==> config.mk <==
export PLATFORM = sky130hd
export DESIGN_NAME = segment_timer
export DESIGN_NICKNAME = d
export VERILOG_FILES = /design/src/rtl/segment_timer.sv
export SDC_FILE = /design/constraint.sdc
export NUM_CORES = 1
export LEC_CHECK = 0
export CORE_MARGIN = 4
export CORE_UTILIZATION = 43
export DETAILED_ROUTE_END_ITERATION = 6
export PLACE_DENSITY = 0.67
export SYNTH_ARGS = -nofsm -noshare
export SYNTH_HDL_FRONTEND = slang
export SYNTH_SLANG_ARGS = --single-unit
==> constraint.sdc <==
create_clock -name clk -period 5.9 [get_ports clk]
set_clock_uncertainty 0.1 [all_clocks]
set_input_delay 0.885 -clock clk [delete_from_list [all_inputs] [get_ports clk]]
set_output_delay 0.885 -clock clk [all_outputs]
set_load 0.01 [all_outputs]
==> src/rtl/segment_timer.sv <==
// segment_timer: measures ticks between entry and exit sensor rises and holds the result
// until the consumer acknowledges it.
module segment_timer #(
    parameter int CLK_DIV   = 50000,
    parameter int MAX_COUNT = 32767
) (
    input  logic        clk,
    input  logic        rst_n,
    input  logic        sensor_a,
    input  logic        sensor_b,
    input  logic        time_ack,
    output logic [14:0] time_out,
    output logic        time_valid,
    output logic        busy,
    output logic        overflow
);
    localparam int PW = $clog2(CLK_DIV);
    localparam logic [1:0] IDLE   = 2'd0;
    localparam logic [1:0] COUNT  = 2'd1;
    localparam logic [1:0] REPORT = 2'd2;

    logic [1:0]    r_a_sync, r_b_sync, r_state;
    logic          r_a_q, r_b_q, r_valid, r_ovf;
    logic [PW-1:0] r_presc;
    logic [14:0]   r_count, r_time;
    logic          w_a_rise, w_b_rise;

    assign w_a_rise   = r_a_sync[1] & ~r_a_q;
    assign w_b_rise   = r_b_sync[1] & ~r_b_q;
    assign time_out   = r_time;
    assign time_valid = r_valid;
    assign busy       = (r_state == COUNT);
    assign overflow   = r_ovf;

    always_ff @(posedge clk or negedge rst_n) begin
        if (!rst_n) begin
            r_a_sync <= '0;
            r_b_sync <= '0;
            r_a_q    <= 1'b0;
            r_b_q    <= 1'b0;
        end else begin
            r_a_sync <= {r_a_sync[0], sensor_a};
            r_b_sync <= {r_b_sync[0], sensor_b};
            r_a_q    <= r_a_sync[1];
            r_b_q    <= r_b_sync[1];
        end
    end

    always_ff @(posedge clk or negedge rst_n) begin
        if (!rst_n) begin
            r_state <= IDLE;
            r_presc <= '0;
            r_count <= '0;
            r_time  <= '0;
            r_valid <= 1'b0;
            r_ovf   <= 1'b0;
        end else begin
            case (r_state)
                IDLE: if (w_a_rise) begin
                    r_state <= COUNT;
                    r_presc <= '0;
                    r_count <= '0;
                    r_ovf   <= 1'b0;
                end
                COUNT: if (w_b_rise) begin
                    r_time  <= r_count;
                    r_valid <= 1'b1;
                    r_state <= REPORT;
                end else if (w_a_rise) begin
                    r_presc <= '0;
                    r_count <= '0;
                    r_ovf   <= 1'b0;
                end else if (r_presc == PW'(CLK_DIV - 1)) begin
                    r_presc <= '0;
                    // a tick arriving at saturation is recorded as overflow, count holds
                    if (r_count == 15'(MAX_COUNT)) r_ovf <= 1'b1;
                    else r_count <= r_count + 15'd1;
                end else begin
                    r_presc <= r_presc + 1'b1;
                end
                REPORT: if (time_ack) begin
                    r_valid <= 1'b0;
                    r_state <= IDLE;
                end
                default: r_state <= IDLE;
            endcase
        end
    end
endmodule

==> reports/summary.txt, run 1 <==
CTS Buffer Depth = 2
Synth area leader = dfrtp_1
Placed Area = 2973 um2
Hold Path Stages = 0
Buffers & Inverters on Critical Path = 2
Top delay family on crit path = buffers and inverters
CP required = 4.91 ns
Buffers on Ports = 22
synthesized area = 2671 um2
Max stage delay on crit path = 0.53 ns
part of the cycle the worst path needs = 0.4389
total power = 0.8108 mW
worst skew pair latency = 0.31 ns
first-pass GRT wire length = 9.239 mm
Diodes inserted = 0
HPWL after DPL = 3.634 mm
initial DRC count = 147
max-cap violations = 0
GRT Util Overall = 0.1534
Max IR drop VDD = 0.1248 mV
commonest non-fill, non-tap cells in the layout = dfrtp_1, nor2_1, clkdlybuf4s50_1, nand2_1, mux2_2
postcts setup bufs = 0
min-delay worst type = register to register
cell count after synthesis = 253
status = completed
Worst Max-Slew Pin Slew = 0.9312 ns
Top FF cell, synth = dfrtp_1
TritonRoute pass-1 iters = 4
Worst slew margin = 0.3754
Yosys cell types = 45
CORE AREA = 5991 um2
share of post-route cells with drive strength above 1 = 0.1151
post-DR vias/cell = 5.807
Slew Limit Fails = 0
Critical Path Fanout Max = 6
Total Negative Setup Slacks = 0 ns
syn nets = 260
WL final = 5.394 mm
Startpoint Class = register
Seq/Total Area, Yosys = 0.5246
largest net degree at the start of global routing = 57
Root Buffer = clkbuf_8
final instance area = 3065 um2
clock sink count = 56
critical path cell sequence = nand2b_1 -> inv_2 -> clkdlybuf4s50_1
row count = 28
die height = 86.82 um
clock slew seen by the registers of the worst setup and hold paths = 0.09 ns
pwr dens = 264.5 nW/um2
via count = 2050
routed len/inst = 15.28 um
flop2flop setup slack = 3.42 ns
Leak Pwr = 1.298 nW
TritonCTS clock tree = yes
Layout area overhead = 14.75%
CTS resizes = 0
WP data arrival = 1.60 ns
clock buffer count from CTS = 5
antenna violations before repair = 0
Layout Nets = 284
Hold Buf Count CTS = 0
YS warnings = 0
Worst Hold End = r_b_sync[1]
critical setup path kind = register to output pin
Die X = 86.82 um
CTS H-tree depth = 2
worst r2r src = r_presc[1]
final setup violation count = 0
most common cell after layout, fill and taps aside = dfrtp_1
number of flops mapped to enable cells by yosys = 0
fin crit period = 2.589 ns
Worst R2R Path Depth = 6
residual DRC count = 0
top cell type's share of synthesized area = 0.5246
final hold vios = 0
ranking of synthesized cells by area = dfrtp_1, mux2_2, xnor2_1
Critical Path Sink Type = output pin
ANT nets after route = 0
FF+latch count, synth = 56
vias in the first global route = 1886
die area = 7538 um2
GRT overflow = 0
asr flop ratio synth = 1.000
CP max-delay cell = clkdlybuf4s50_1
reg-to-reg endpoint = r_count[13]
FMAX = 386.2 MHz
origin of the worst min-delay path = r_b_sync[0]
IO Count = 23
GP Congestion = 0.8374
synthesized area per cell = 10.56 um2
Initial Utilization = 0.4459
RSZ-0062 raised after global routing = no
==> how the worst max path moves through the flow <==
stage               startpoint          end  slack [ns]  cells after the start
floorplan           r_presc[0]   r_count[3]        3.96                      6
global placement    r_presc[0]  r_count[13]        3.52                      6
detailed placement  r_presc[0]  r_count[13]        3.43                      6
CTS                 r_state[1]         busy        3.31                      3
global route        r_state[1]         busy        3.24                      3
finish              r_state[1]         busy        3.31                      3
==> power by group <==
group | switching (mW) | internal (mW)
sequential | 0.0209 | 0.406
combinational | 0.106 | 0.0593
clock | 0.124 | 0.0941
==> cell usage after synthesis, drive strengths merged, types with 3 or more instances <==
cell type / n
nand2: 17
nor4: 8
dfrtp: 56
buf: 3
nor4b: 4
clkbuf: 5
mux2i: 5
a21oi: 6
nand3: 10
or3: 4
nand4: 7
inv: 10
nor2: 21
nor3: 9
mux2: 16
o21ai: 9
o31ai: 3
xnor2: 12
and4: 3
a41oi: 3
and3: 6
nand2b: 8
==> cell families (layout without fill, tap and decap cells) <==
family / Yosys count / count (layout) / synth area share
compound gates: 36 / 36 / 0.08946
xor+xnor: 12 / 12 / 0.03934
fa+ha+maj: 2 / 2 / 0.009366
buf+inv: 18 / 43 / 0.02669
flops: 56 / 56 / 0.5246
mux: 21 / 21 / 0.08618
simple gates: 108 / 108 / 0.2244
==> layout make-up <==
type / instances / area [um2]
fill: 547 / 2925
sequential: 56 / 1401
multi-input combinational: 179 / 1202
timing repair buffer: 25 / 237.7
tap: 75 / 93.84
clock buffer: 6 / 82.58
inverter: 10 / 37.54
clock inverter: 2 / 10.01
==> per-stage QoR <==
step	hold WS [ns]	setup WS (ns)	utilization	std cells
finish	0.2640	3.311	0.5117	353
global route	0.2757	3.240	0.5117	353
CTS	0.2709	3.314	0.5117	353
detailed placement	0.2484	3.432	0.4962	345
global placement	0.2348	3.523	0.4962	345
floorplan	0.2312	3.959	-	253
==> sequential cells by signal, indices dropped and copies added, names as in the netlist <==
signal	cells
overflow	1
r_a_q	1
r_a_sync	2
r_b_q	1
r_b_sync	2
r_count	15
r_presc	16
r_state	2
time_out	15
time_valid	1
==> per-layer routing <==
metal  share of wire  track usage
met5               0            0
met4           0.018      0.04674
met3           0.052      0.02852
met2            0.44       0.2167
met1            0.49       0.2369
No activity file was read; power rests on OpenSTA's default activity.
==> inputs of run 2 (changes only) <==
- clock period: 5.9 -> 2.5 ns (I/O delays scaled with it)
==> run 2 against run 1 <==
Register-to-register slack worse by 3.1 ns; sequential power is 140% higher; power is 140% higher.
==> reports/summary.txt, run 2 (synthesis gave the netlist of run 1 again) <==
postcts setup bufs = 0 (unchanged)
Layout Nets = 290 (+2.1%)
most common cell after layout, fill and taps aside = dfrtp_1
Critical Path Sink Type = register
CTS Buffer Depth = 2 (unchanged)
CP max-delay cell = a2111oi_0
CP required = 2.62 ns (-2.29 ns)
clock buffer count from CTS = 5 (unchanged)
commonest non-fill, non-tap cells in the layout = dfrtp_1, nor2_1, clkdlybuf4s50_1, nand2_1, mux2_2
pwr dens = 612.9 nW/um2 (+130%)
GRT overflow = 0 (unchanged)
Buffers & Inverters on Critical Path = 0 (-2)
CORE AREA = 5991 um2 (unchanged)
WP data arrival = 2.30 ns (+0.70 ns)
IO Count = 23 (unchanged)
FMAX = 459.8 MHz
vias in the first global route = 1971 (+4.5%)
GRT Util Overall = 0.1604 (+0.006985)
min-delay worst type = register to register
Critical Path Fanout Max = 6 (unchanged)
Slew Limit Fails = 0 (unchanged)
Buffers on Ports = 22 (unchanged)
die height = 86.82 um (unchanged)
Worst Max-Slew Pin Slew = 0.6118 ns (-0.3194 ns)
clock slew seen by the registers of the worst setup and hold paths = 0.10 ns (about the same)
Top delay family on crit path = simple AND/OR/NAND/NOR gates
final hold vios = 0 (unchanged)
Worst path depth = 6 (+3)
CTS H-tree depth = 2 (unchanged)
hold_ws = 0.2616 ns (-0.002426 ns)
HPWL after DPL = 3.848 mm (+5.9%)
Root Buffer = clkbuf_8
Placed Area = 3019 um2 (+1.6%)
critical path cell sequence = ha_1 -> nand2_1 -> or3_1 -> a2111oi_0 -> nor2_1 -> nor3_1
Initial Utilization = 0.4459 (unchanged)
row count = 28 (unchanged)
largest reg by FF count = r_presc
TritonRoute pass-1 iters = 4 (unchanged)
Total Negative Setup Slacks = 0 ns (unchanged)
Post-Layout Cell Count = 358 (+1.4%)
Hold Path Stages = 0 (unchanged)
WL final = 5.461 mm (+1.2%)
Max IR drop VDD = 0.3416 mV (+170%)
TritonCTS clock tree = yes
Layout area overhead = 16.44%
antenna violations before repair = 0 (unchanged)
critical setup path kind = register to register
Leak Pwr = 1.321 nW (+1.8%)
Startpoint Class = register
fin crit period = 2.175 ns
dpl cells = 350 (+1.4%)
Worst R2R Path Depth = 6 (unchanged)
largest net degree at the start of global routing = 32 (-44%)
clock sink count = 56 (unchanged)
ANT nets after route = 0 (unchanged)
Finished Core Util = 0.5192 (+0.007519)
post-DR vias/cell = 5.684 (-2.1%)
GP Congestion = 0.8774 (+4.8%)
Diodes inserted = 0 (unchanged)
initial DRC count = 186 (+27%)
Die X = 86.82 um (unchanged)
max-cap violations = 0 (unchanged)
CTS resizes = 0 (unchanged)
share of post-route cells with drive strength above 1 = 0.1237 (+0.008567)
final setup violation count = 0 (unchanged)
Worst slew margin = 0.5921 (+0.2167)
die area = 7538 um2 (unchanged)
first-pass GRT wire length = 9.666 mm (+4.6%)
residual DRC count = 0 (unchanged)
Max stage delay on crit path = 0.47 ns (-0.06 ns)
RSZ-0062 raised after global routing = no
worst skew pair latency = 0.31 ns (about the same)
final instance area = 3110 um2 (+1.5%)
routed len/inst = 15.25 um (-0.17%)
via count = 2035 (-0.73%)
max reg flops = 16 (unchanged)
status = completed
part of the cycle the worst path needs = 0.8700
==> run 2: cell types whose count changed in the layout (fill, tap and decap cells not counted), sizes merged <==
cell,before,now
buf,4,9
clkbuf,6,5
clkinv,2,1
clkinvlp,0,1
dlygate4sd3,0,1
==> run 2: worst register-to-register path: stages, from the launching register on <==
cell,delay (ns)
dfrtp_1,0.43
ha_1,0.30
nand2_1,0.11
or3_1,0.37
a2111oi_0,0.47
nor2_1,0.09
nor3_1,0.22
==> run 2: what timing repair did <==
item | in CTS | in global routing
hold buffers | 1 | 0
endpoints found under the setup margin | 0 | 0
hold endpoints to repair | 25 | 0
==> run 2: final cells by class <==
type / instances / area, um2
clock inverters: 2 / 12.51
flip-flops and latches: 56 / 1401
repair buffers: 31 / 297.8
multi-input cells: 179 / 1199
clock buffers: 5 / 68.82
fillers: 552 / 2880
inverters: 10 / 37.54
well taps: 75 / 93.84
==> run 2: per-stage QoR <==
step	setup WS [ns]	power [mW]
3_3_place_gp	0.3917	1.436
3_5_place_dp	0.3434	1.449
5_1_grt	0.09171	2.011
2_1_floorplan	0.5593	1.265
6_report	0.3250	1.906
4_1_cts	0.3291	1.927
==> run 2: metal layers <==
layer	global-route usage	wire, um	vias up
met5	0	0	-
met4	0.05099	82	0
met3	0.02947	258	6
met2	0.2333	2449	44
met1	0.2410	2670	999
li1	-	-	986
==> run 2: path summary, 6_finish.rpt <==
check / start / end / slack [ns]
max: r_count[1] / r_count[12] / 0.32
min: r_b_sync[0] / r_b_sync[1] / 0.26
max reg2reg: r_count[1] / r_count[12] / 0.32
min reg2reg: r_b_sync[0] / r_b_sync[1] / 0.26
max in group asynchronous: rst_n / r_presc[1] / 1.23
min in group asynchronous: rst_n / r_presc[14] / 0.50
==> run 2: report_power, final <==
part / leakage, nW / total (mW) / internal (mW) / switching (mW)
Clock: 0.0400 / 0.480 / 0.191 / 0.289
Sequential: 0.762 / 1.01 / 0.959 / 0.0492
Combinational: 0.519 / 0.418 / 0.166 / 0.252
==> inputs of run 3 (changes only) <==
- clock period: 2.5 -> 2.2 ns (I/O delays scaled with it)
==> run 3 against run 2 <==
Clock power increased by 39%; largest power group unchanged; critical endpoint is now r_count[13]; worst hold slack gained 0.0045 ns; combinational power rose by 31%.
==> reports/summary.txt, run 3 (synthesis gave the netlist of run 1 again) <==
status = completed
Max stage delay on crit path = 0.39 ns (-0.08 ns)
Worst Max-Slew Pin Slew = 0.4726 ns (-0.1392 ns)
worst slack at placement = 0.1557 ns (-0.1877 ns)
TritonRoute pass-1 iters = 4 (unchanged)
die height = 86.82 um (unchanged)
critical setup path kind = register to register
first-pass GRT wire length = 10.18 mm (+5.3%)
clock buffer count from CTS = 5 (unchanged)
initial DRC count = 119 (-36%)
Die X = 86.82 um (unchanged)
clock slew seen by the registers of the worst setup and hold paths = 0.10 ns (about the same)
post-DR vias/cell = 5.593 (-1.6%)
M2 GR Usage = 0.2402 (+0.006901)
Root Buffer = clkbuf_8
CTS H-tree depth = 2 (unchanged)
Worst slew margin = 0.6850 (+0.09280)
fin crit period = 2.110 ns (-0.06548 ns)
Max IR drop VDD = 0.4531 mV (+33%)
routed len/inst = 15.52 um (+1.8%)
WL final = 5.837 mm (+6.9%)
GP Congestion = 0.9085 (+3.5%)
max-cap violations = 0 (unchanged)
GRT Util Overall = 0.1715 (+0.01113)
part of the cycle the worst path needs = 0.9589 (+0.08887)
worst r2r src = r_presc[0]
commonest non-fill, non-tap cells in the layout = dfrtp_1, buf_4, nor2_1, clkdlybuf4s50_1, nand2_1
Layout Nets = 307 (+5.9%)
busiest grt layer = met1
largest reg by FF count = r_presc
Buffers & Inverters on Critical Path = 2 (+2)
Critical Path Sink Type = register
total power = 2.350 mW (+23%)
Layout area overhead = 22.58%
Diodes inserted = 0 (unchanged)
max reg flops = 16 (unchanged)
most common cell after layout, fill and taps aside = dfrtp_1
die area = 7538 um2 (unchanged)
clock sink count = 56 (unchanged)
FMAX = 474.0 MHz (+3.1%)
Worst R2R Path Depth = 8 (+2)
vias in the first global route = 2080 (+5.5%)
IO Count = 23 (unchanged)
flop2flop setup slack = 0.09 ns (-0.23 ns)
CTS Buffer Depth = 2 (unchanged)
Critical Path Fanout Max = 5 (-1)
Total Negative Setup Slacks = 0 ns (unchanged)
WP data arrival = 2.20 ns (-0.10 ns)
dpl cells = 366 (+4.6%)
CORE AREA = 5991 um2 (unchanged)
Worst Hold End = r_a_sync[1]
Leak Pwr = 1.424 nW (+7.8%)
Slew Limit Fails = 0 (unchanged)
hold_ws = 0.2661 ns (+0.004498 ns)
via count = 2103 (+3.3%)
HPWL after DPL = 4.087 mm (+6.2%)
origin of the worst min-delay path = r_a_sync[0]
antenna violations before repair = 0 (unchanged)
largest net degree at the start of global routing = 57 (+78%)
critical path cell sequence = ha_1 -> and4_1 -> nand4_1 -> buf_4 -> a21oi_1 -> buf_4 -> a21oi_1 -> o32ai_1
Final WS setup = 0.09048 ns (-0.2345 ns)
Startpoint Class = register
GRT overflow = 0 (unchanged)
residual DRC count = 0 (unchanged)
Hold Path Stages = 0 (unchanged)
TritonCTS clock tree = yes
CP required = 2.29 ns (-0.33 ns)
GR Util met3 = 0.03612 (+0.006654)
CP max-delay cell = dfrtp_1
pwr dens = 717.7 nW/um2 (+17%)
ANT nets after route = 0 (unchanged)
worst skew pair latency = 0.31 ns (about the same)
Buffers on Ports = 22 (unchanged)
min-delay worst type = register to register
Top delay family on crit path = compound AO/OA/AOI/OAI gates
share of post-route cells with drive strength above 1 = 0.1827 (+0.05905)
row count = 28 (unchanged)
met1 usage = 0.2579 (+0.01695)
Post-Layout Cell Count = 376 (+5.0%)
final setup violation count = 0 (unchanged)
Initial Utilization = 0.4459 (unchanged)
final hold vios = 0 (unchanged)
reg-to-reg endpoint = r_count[13]
## run 3: cell count changes in the layout (fill, tap and decap cells not counted)
cell / delta
and3_2: +1
nor4b_2: +1
bufinv_16: +1
dfrtp_2: +1
buf_4: +17
dfrtp_1: -1
a2111oi_1: +1
and3_1: -1
clkbuf_1: +1
clkinvlp_4: -1
a2111oi_0: -1
nor4b_1: -1
## run 3: final cells by class
cell class	count	area, um2
Multi-Input combinational cell	179	1207
Sequential cell	56	1403
Fill cell	548	2716
Clock buffer	6	72.57
Clock inverter	2	35.03
Inverter	10	37.54
Tap cell	75	93.84
Timing Repair Buffer	48	425.4
## run 3: metrics by stage
step,cell area [um2],util
3_3_place_gp,3139,0.5240
4_1_cts,3257,0.5437
6_report,3274,0.5466
3_5_place_dp,3139,0.5240
2_1_floorplan,2671,-
5_1_grt,3274,0.5466
## run 3: layer usage
layer / up-vias / wire (um) / part of all wire
li1: 1020 / - / -
met1: 1039 / 2922 / 0.50
met2: 36 / 2617 / 0.45
met3: 8 / 201 / 0.034
met4: 0 / 95 / 0.016
met5: - / 0 / 0
## run 3: where the power goes
group / total [mW] / internal (mW) / switching (mW)
sequential: 1.14 / 1.09 / 0.0464
combinational: 0.546 / 0.232 / 0.313
clock: 0.667 / 0.339 / 0.329
## run 3: how the worst max path moves through the flow
| stage | start | slack (ns) | depth (start not counted) | to |
|---|---|---|---|---|
| floorplan | r_presc[0] | 0.26 | 6 | r_count[3] |
| global placement | r_count[5] | 0.09 | 6 | r_count[12] |
| detailed placement | r_presc[0] | 0.16 | 6 | r_count[3] |
| CTS | r_presc[0] | 0.09 | 8 | r_count[13] |
| global route | r_presc[0] | -0.008 | 8 | r_count[13] |
| finish | r_presc[0] | 0.09 | 8 | r_count[13] |
## run 3: worst register-to-register path: cells and delay by family, from the launching register on
kind	cells	cell delay (ns)
adder cells (fa/ha/maj)	1	0.22
AO/OA/AOI/OAI	3	0.56
buffers and inverters	2	0.36
flip-flops	1	0.39
AND/OR/NAND/NOR	2	0.35
## run 3: repair_timing
action | 4_1_cts | 5_1_grt
endpoints found under the setup margin | 0 | 4
hold buffers | 1 | 0
endpoints found under the hold margin | 56 | 0
buffers inserted | 0 | 1
resized for setup | 0 | 4
